<file path="src/rtl/drm_8x1024_arb.sv">
// Two-requester arbiter in front of a simple dual-port RAM (one write port, one read port).
// Each RAM port has its own round-robin arbiter; read data returns two cycles after the grant.
module drm_8x1024_arb #(
  parameter int ADDR_WIDTH = 10,
  parameter int DATA_WIDTH = 8
) (
  input  logic                  clk,
  input  logic                  rst_n,
  input  logic                  req0,
  input  logic                  req1,
  input  logic                  we0,
  input  logic                  we1,
  input  logic [ADDR_WIDTH-1:0] addr0,
  input  logic [ADDR_WIDTH-1:0] addr1,
  input  logic [DATA_WIDTH-1:0] wdata0,
  input  logic [DATA_WIDTH-1:0] wdata1,
  output logic                  gnt0,
  output logic                  gnt1,
  output logic                  rvalid0,
  output logic                  rvalid1,
  output logic [DATA_WIDTH-1:0] rdata0,
  output logic [DATA_WIDTH-1:0] rdata1,
  output logic                  ram_wr_en,
  output logic [ADDR_WIDTH-1:0] ram_wr_addr,
  output logic [DATA_WIDTH-1:0] ram_wr_data,
  output logic                  ram_wr_byte_en,
  output logic [ADDR_WIDTH-1:0] ram_rd_addr,
  input  logic [DATA_WIDTH-1:0] ram_rd_data
);

  logic                  wreq0, wreq1, rreq0, rreq1;
  logic                  wgnt0, wgnt1, rgnt0, rgnt1;
  logic                  wptr_q, wptr_d, rptr_q, rptr_d;
  logic                  wr_en_q, wr_en_d;
  logic [ADDR_WIDTH-1:0] wr_addr_q, wr_addr_d;
  logic [DATA_WIDTH-1:0] wr_data_q, wr_data_d;
  logic [ADDR_WIDTH-1:0] rd_addr_q, rd_addr_d;
  logic                  rv1_q, rv1_d, own1_q, own1_d;
  logic                  rv2_q, rv2_d, own2_q, own2_d;

  always_comb begin
    wreq0 = rst_n & req0 & we0;
    wreq1 = rst_n & req1 & we1;
    // pointer names the last winner; on contention the other requester wins
    wgnt0 = wreq0 & (~wreq1 | wptr_q);
    wgnt1 = wreq1 & (~wreq0 | ~wptr_q);

    // a read of the address being written this cycle waits, so it returns the new data
    rreq0 = rst_n & req0 & ~we0 & ~(wgnt1 & (addr1 == addr0));
    rreq1 = rst_n & req1 & ~we1 & ~(wgnt0 & (addr0 == addr1));
    rgnt0 = rreq0 & (~rreq1 | rptr_q);
    rgnt1 = rreq1 & (~rreq0 | ~rptr_q);

    wptr_d    = wptr_q;
    rptr_d    = rptr_q;
    wr_addr_d = wr_addr_q;
    wr_data_d = wr_data_q;
    rd_addr_d = rd_addr_q;
    wr_en_d   = wgnt0 | wgnt1;

    if (wgnt0) begin
      wptr_d    = 1'b0;
      wr_addr_d = addr0;
      wr_data_d = wdata0;
    end else if (wgnt1) begin
      wptr_d    = 1'b1;
      wr_addr_d = addr1;
      wr_data_d = wdata1;
    end

    if (rgnt0) begin
      rptr_d    = 1'b0;
      rd_addr_d = addr0;
    end else if (rgnt1) begin
      rptr_d    = 1'b1;
      rd_addr_d = addr1;
    end

    rv1_d  = rgnt0 | rgnt1;
    own1_d = rgnt1;
    rv2_d  = rv1_q;
    own2_d = own1_q;
  end

  always_ff @(posedge clk or negedge rst_n) begin
    if (!rst_n) begin
      wptr_q    <= 1'b1;
      rptr_q    <= 1'b1;
      wr_en_q   <= 1'b0;
      wr_addr_q <= '0;
      wr_data_q <= '0;
      rd_addr_q <= '0;
      rv1_q     <= 1'b0;
      own1_q    <= 1'b0;
      rv2_q     <= 1'b0;
      own2_q    <= 1'b0;
    end else begin
      wptr_q    <= wptr_d;
      rptr_q    <= rptr_d;
      wr_en_q   <= wr_en_d;
      wr_addr_q <= wr_addr_d;
      wr_data_q <= wr_data_d;
      rd_addr_q <= rd_addr_d;
      rv1_q     <= rv1_d;
      own1_q    <= own1_d;
      rv2_q     <= rv2_d;
      own2_q    <= own2_d;
    end
  end

  assign gnt0           = wgnt0 | rgnt0;
  assign gnt1           = wgnt1 | rgnt1;
  assign rvalid0        = rv2_q & ~own2_q;
  assign rvalid1        = rv2_q & own2_q;
  assign rdata0         = rvalid0 ? ram_rd_data : '0;
  assign rdata1         = rvalid1 ? ram_rd_data : '0;
  assign ram_wr_en      = wr_en_q;
  assign ram_wr_addr    = wr_addr_q;
  assign ram_wr_data    = wr_data_q;
  assign ram_wr_byte_en = rst_n;
  assign ram_rd_addr    = rd_addr_q;

endmodule

</file>
<file path="config.mk">
export PLATFORM = sky130hd
export DESIGN_NAME = drm_8x1024_arb
export DESIGN_NICKNAME = d
export VERILOG_FILES = /design/src/rtl/drm_8x1024_arb.sv
export SDC_FILE = /design/constraint.sdc
export NUM_CORES = 1
export LEC_CHECK = 0
export ABC_CLOCK_PERIOD_IN_PS = 2610
export CORE_ASPECT_RATIO = 2
export CORE_MARGIN = 2
export CORE_UTILIZATION = 39
export DETAILED_ROUTE_END_ITERATION = 10
export PLACE_DENSITY_LB_ADDON = 0.08
export SYNTH_ARGS = -nofsm -noshare
export SYNTH_HDL_FRONTEND = slang
export SYNTH_SLANG_ARGS = --single-unit
</file>
<file path="constraint.sdc">
create_clock -name clk -period 2.61 [get_ports clk]
set_clock_uncertainty 0.1 [all_clocks]
set_input_delay 0.261 -clock clk [delete_from_list [all_inputs] [get_ports clk]]
set_output_delay 0.261 -clock clk [all_outputs]
set_load 0.05 [all_outputs]
</file>
==> results.sh, run 1 <==
export IMPL_outcome="finished, final reports clean"
export IMPL_r2r_cells=5
export IMPL_grt_usage=0.236
export IMPL_wire_per_inst_microns=15.7
export IMPL_maxCapViolations=0
export IMPL_worstPathMaxFanout=8
export IMPL_synth_compound_area_share=0.236
export IMPL_cts_sinks=35
export IMPL_placementRows=36
export IMPL_gp_congestion=0.857
export IMPL_coreArea_sq_um=4770
export IMPL_synth_nets=265
export IMPL_gr_total_overflow=0
export IMPL_required_ns=2.25
export IMPL_routed_via_density=5.37
export IMPL_ys_flop_type="dfrtp_1"
export IMPL_synthToLayoutAreaGrowth_pct=71.7
export IMPL_p_total_w=0.00201
export IMPL_io_pins=100
export IMPL_synth_xor_area_frac=0.0460
export IMPL_p_leak_nw=1.48
export IMPL_num_antenna_cells=0
export IMPL_hold_violations=0
export IMPL_antenna_found_initial=0
export IMPL_period_needed_ns=2.53
export IMPL_yosys_warnings=0
export IMPL_portBuffers=99
export IMPL_synth_area_leader_cell="dfrtp_1"
export IMPL_end_kind="output pin"
export IMPL_max_freq_ghz=0.396
export IMPL_worst_pin_slew_ns=0.528
export IMPL_hold_class="in2reg"
export IMPL_htreeDepth=2
export IMPL_drc=0
export IMPL_finalWirelength_microns=6120
export IMPL_synth_async_sr_flop_share=1.00
export IMPL_drive_above_1_share=0.136
export IMPL_grt_pass1_vias=2015
export IMPL_die_area_sq_um=5490
export IMPL_fin_crit_sh=0.968
export IMPL_yosys_area_share_adder=0
export IMPL_vias=2088
export IMPL_slew_violations=0
export IMPL_synth_cell_type_count=31
export IMPL_initialDrtViolationCount=54
export IMPL_fin_nets=381
export IMPL_synth_top_family_by_area="compound AO/OA/AOI/OAI gates"
export IMPL_power_density_nw_per_um2=613
export IMPL_seq_area_frac_synth=0.461
export IMPL_synth_seq_cells=35
export IMPL_synthSimpleGateAreaFrac=0.171
export IMPL_grt_pass1_wl_microns=9690
export IMPL_netlist_area_sq_um=1900
export IMPL_cts_made_buffers=5
export IMPL_hpwl_microns=4510
export IMPL_max_slew_margin=0.647
export IMPL_dpl_cell_count=380
export IMPL_hold_depth=3
export IMPL_synth_area_top_cells="dfrtp_1 43%, o22ai_1 5.9%, a21oi_1 5.3%"
export IMPL_syn_inst=215
export IMPL_clockBufferDepth=2
export IMPL_avgSynthCellArea_sq_um=8.86
export IMPL_die_x_microns=53.4
export IMPL_cts_root_buf="clkbuf_8"
export IMPL_synth_edf_count=0
export IMPL_clkSlewWorstSetupHoldPaths_ns=0.08
export IMPL_synth_top_cell_area_share=0.434
export IMPL_crit_path_start_kind="input pin"
export IMPL_hold_slack_ns=0.207
export IMPL_cts_tree="yes"
export IMPL_grt_max_degree=23
export IMPL_final_cells=389
export IMPL_max_vdd_ir_drop_uv=444
export IMPL_ant_nets=0
export IMPL_clk_latency_ns=0.29
export IMPL_setup_viol=0
export IMPL_synth_mux_area_frac=0
export IMPL_rsz0062_at_grt="true"
export IMPL_critPathArrivalTime_ns=2.17
export IMPL_drtPass1Iterations=4
export IMPL_start_util=0.399
export IMPL_critPathKind="in2out"
export IMPL_die_h_microns=103
==> Yosys cell counts, types with 2 or more instances <==
| master | count |
|---|---|
| dfrtp_1 | 33 |
| inv_1 | 24 |
| a21oi_1 | 20 |
| nor2_1 | 18 |
| o22ai_1 | 18 |
| clkbuf_1 | 13 |
| nor3_1 | 12 |
| a221oi_1 | 10 |
| o41ai_1 | 10 |
| xnor2_1 | 10 |
| and2_1 | 9 |
| and3_1 | 8 |
| nand2_1 | 6 |
| nand4_1 | 3 |
| a31oi_1 | 2 |
| buf_2 | 2 |
| buf_4 | 2 |
| dfstp_2 | 2 |
==> power by group <==
group / internal (W) / switching, W
clock network: 0.000284 / 0.000206
logic: 0.000313 / 0.000510
registers: 0.000636 / 0.0000562
==> routing by layer <==
| layer | vias up | track usage | wire length (microns) |
|---|---|---|---|
| met4 | 0 | 0.0789 | 77 |
| li1 | 1009 | - | - |
| met5 | - | 0 | 0 |
| met3 | 6 | 0.0391 | 290 |
| met1 | 1009 | 0.313 | 2600 |
| met2 | 64 | 0.387 | 3150 |
==> sequential cells by signal, indices dropped and copies added, names as in the netlist <==
name,flops
own1_q,1
own2_q,1
ram_rd_addr,10
ram_wr_addr,10
ram_wr_data,8
ram_wr_en,1
rptr_q,1
rv1_q,1
rv2_q,1
wptr_q,1
==> worst paths after layout <==
kind,from,slack (ns),end
setup reg to reg,wptr_q,0.46,ram_rd_addr[7]
max in group asynchronous,rst_n,1.65,rptr_q
hold / removal,addr1[3],0.21,ram_wr_addr[3]
min in group asynchronous,rst_n,0.46,ram_rd_addr[5]
setup / recovery,rst_n,0.08,gnt1
hold reg to reg,rv1_q,0.25,rv2_q
==> critical path, cell delays in order <==
cell	delay, ns
dlygate4sd3_1	0.52
buf_2	0.18
nand4_1	0.16
or4_4	0.47
a211oi_4	0.24
or2_1	0.19
buf_12	0.15
==> through the flow <==
stage / worst slack, ns / TNS, ns / cell area, sq um / utilization
final: 0.0838 / 0 / 3270 / 0.685
after global routing: -0.0217 / -0.0217 / 3270 / 0.685
after CTS: 0.00612 / 0 / 3230 / 0.676
after detailed placement: -0.0233 / -0.125 / 3100 / 0.649
after global placement: 0.0405 / 0 / 3100 / 0.649
after floorplan: 0.00341 / 0 / 1900 / -
==> kinds of logic (layout without fill, tap and decap cells) <==
group           Yosys count  in the layout
flops                    35             35
xor+xnor                 10             10
simple gates             63             63
buf+inv                  41            158
compound gates           66             66
==> what timing repair did <==
action	4_1_cts	5_1_grt
pin swaps	0	6
cloned	0	0
endpoints found under the setup margin	1	11
gates resized for setup	1	13
endpoints found under the hold margin	33	0
hold buffers	1	0
setup buffers	0	0
==> cells in the final DEF (no fill, tap or decap), drive strengths merged, types with 2 or more instances in the layout <==
master / count
clkdlybuf4s50: 87
dfrtp: 33
buf: 29
inv: 24
a21oi: 20
nor2: 18
o22ai: 18
nor3: 12
o41ai: 10
a221oi: 10
xnor2: 10
and2: 9
dlymetal6s2s: 9
and3: 8
nand2: 6
clkbuf: 5
nand4: 3
a31oi: 2
dfstp: 2
or4: 2
clkinv: 2
==> cell type report <==
| class | count | area [sq um] |
|---|---|---|
| Fill cell | 419 | 1500 |
| Timing Repair Buffer | 126 | 1220 |
| Multi-Input combinational cell | 139 | 893 |
| Sequential cell | 35 | 878 |
| Inverter | 24 | 90.1 |
| Tap cell | 57 | 71.3 |
| Clock buffer | 5 | 68.8 |
| Clock inverter | 3 | 43.8 |
Note: power is estimated with default switching activity, not from simulation.
==> run 2, diff against run 1 <==
Settings changed: CAP_MARGIN set to 20, CORE_MARGIN 2 to unset.
==> results.sh, run 2 (same netlist as run 1, synthesis figures left out) <==
export IMPL_outcome="finished, final reports clean"
export IMPL_gp_congestion=0.913
export IMPL_hold_path_end="ram_wr_addr[3]"
export IMPL_ant_nets=0
export IMPL_grt_usage=0.276
export IMPL_period_needed_ns=2.54
export IMPL_finish_instance_area_sq_um=3310
export IMPL_fin_nets=386
export IMPL_most_common_layout_cells="88 x clkdlybuf4s50_1, 33 x dfrtp_1, 32 x buf_4"
export IMPL_clk_latency_ns=0.29
export IMPL_post_cts_setup_buffers=0
export IMPL_drtPass1Iterations=4
export IMPL_setup_tns_ns=0
export IMPL_grt_pass1_vias=2299
export IMPL_grt_pass1_wl_microns=10500
export IMPL_placed_area_sq_um=3130
export IMPL_required_ns=2.25
export IMPL_r2r_cells=5
export IMPL_hold_depth=3
export IMPL_routed_via_density=5.47
export IMPL_grt_max_degree=20
export IMPL_coreArea_sq_um=4640
export IMPL_p_total_w=0.00197
export IMPL_vias=2143
export IMPL_antenna_found_initial=0
export IMPL_fin_crit_sh=0.973
export IMPL_maxCapViolations=0
export IMPL_worstPathMaxFanout=7
export IMPL_die_x_microns=51.4
export IMPL_cts_made_buffers=5
export IMPL_power_density_nw_per_um2=596
export IMPL_end_kind="output pin"
export IMPL_hold_class="in2reg"
export IMPL_final_util=0.714
export IMPL_cts_tree="yes"
export IMPL_clkSlewWorstSetupHoldPaths_ns=0.07
export IMPL_portBuffers=99
export IMPL_die_area_sq_um=5180
export IMPL_rsz0062_at_grt="false"
export IMPL_hpwl_microns=4850
export IMPL_cts_sinks=35
export IMPL_die_h_microns=101
export IMPL_start_util=0.410
export IMPL_gr_total_overflow=0
export IMPL_htreeDepth=2
export IMPL_synthToLayoutAreaGrowth_pct=74.0
export IMPL_drc=0
export IMPL_r2r_end="ram_rd_addr[3]"
export IMPL_hold_violations=0
export IMPL_hp_start="addr1[3]"
export IMPL_io_pins=100
export IMPL_max_freq_ghz=0.394
export IMPL_placementRows=35
export IMPL_p_leak_nw=1.51
export IMPL_finalWirelength_microns=6470
export IMPL_cts_root_buf="clkbuf_8"
export IMPL_critPathKind="in2out"
export IMPL_crit_path_start_kind="input pin"
export IMPL_worst_pin_slew_ns=0.527
export IMPL_drive_above_1_share=0.157
export IMPL_max_slew_margin=0.648
export IMPL_setup_viol=0
export IMPL_critPathArrivalTime_ns=2.18
export IMPL_max_vdd_ir_drop_uv=426
export IMPL_wire_per_inst_microns=16.5
export IMPL_slew_violations=0
export IMPL_initialDrtViolationCount=72
export IMPL_layout_commonest_cell="clkdlybuf4s50_1"
export IMPL_reg2reg_from="wptr_q"
export IMPL_r2r_slack_ns=0.51
export IMPL_clockBufferDepth=2
export IMPL_num_antenna_cells=0
==> run 2: layout make-up <==
cell class	count	area [sq um]
Sequential cell	35	878
Clock buffer	7	96.3
Multi-Input combinational cell	139	916
Timing Repair Buffer	131	1260
Inverter	24	90.1
Clock inverter	1	7.51
Fill cell	380	1330
Tap cell	55	68.8
==> run 2: metal layers <==
| metal | up-vias | part of all wire | GRT usage | wire [microns] |
|---|---|---|---|---|
| li1 | 1019 | - | - | - |
| met1 | 1008 | 0.36 | 0.277 | 2300 |
| met2 | 103 | 0.57 | 0.532 | 3700 |
| met3 | 13 | 0.050 | 0.0483 | 325 |
| met4 | 0 | 0.024 | 0.108 | 153 |
| met5 | - | 0 | 0 | 0 |
==> run 2: how the worst max path moves through the flow <==
stage,end,slack [ns],startpoint,cells past startpoint
6_report,gnt1,0.07,addr1[2],7
5_1_grt,rdata0[5],0.00003,rv2_q,3
4_1_cts,gnt1,0.003,addr1[3],7
3_5_place_dp,gnt1,-0.09,addr1[3],9
3_3_place_gp,gnt1,-0.00003,addr1[3],9
2_1_floorplan,gnt0,0.003,wptr_q,4
==> run 2: what timing repair did <==
action | in CTS | in global routing
hold endpoints to repair | 34 | 0
hold buffers | 1 | 0
endpoints found under the setup margin | 2 | 2
pin swaps | 0 | 8
gates resized for setup | 6 | 9
==> run 2: worst max-delay path, cell delays in order <==
cell             delay (ns)
clkdlybuf4s50_1        0.43
xnor2_1                0.21
nand2_2                0.15
or4_4                  0.57
a211oi_2               0.21
or2_1                  0.18
buf_12                 0.15
==> run 2: metrics by stage <==
| step | hold slack (ns) | worst slack, ns | instances |
|---|---|---|---|
| final | 0.207 | 0.0700 | 392 |
| after detailed placement | 0.198 | -0.0891 | 383 |
| after floorplan | -0.135 | 0.00341 | 215 |
| after global placement | 0.198 | -0.0000258 | 383 |
| after CTS | 0.262 | 0.00270 | 392 |
| after global routing | 0.213 | 0.0000260 | 392 |
==> run 2: report_power, final <==
group          internal, W  leakage [nW]  switching [W]
Combinational     0.000320          1.06       0.000517
Sequential        0.000637         0.393      0.0000580
Clock             0.000240        0.0505       0.000203
==> run 3, diff against run 2 <==
Settings changed: CAP_MARGIN 20 to 5.
==> results of run 3 <==
Final layout, timing and power as in run 2 (identical DEF).
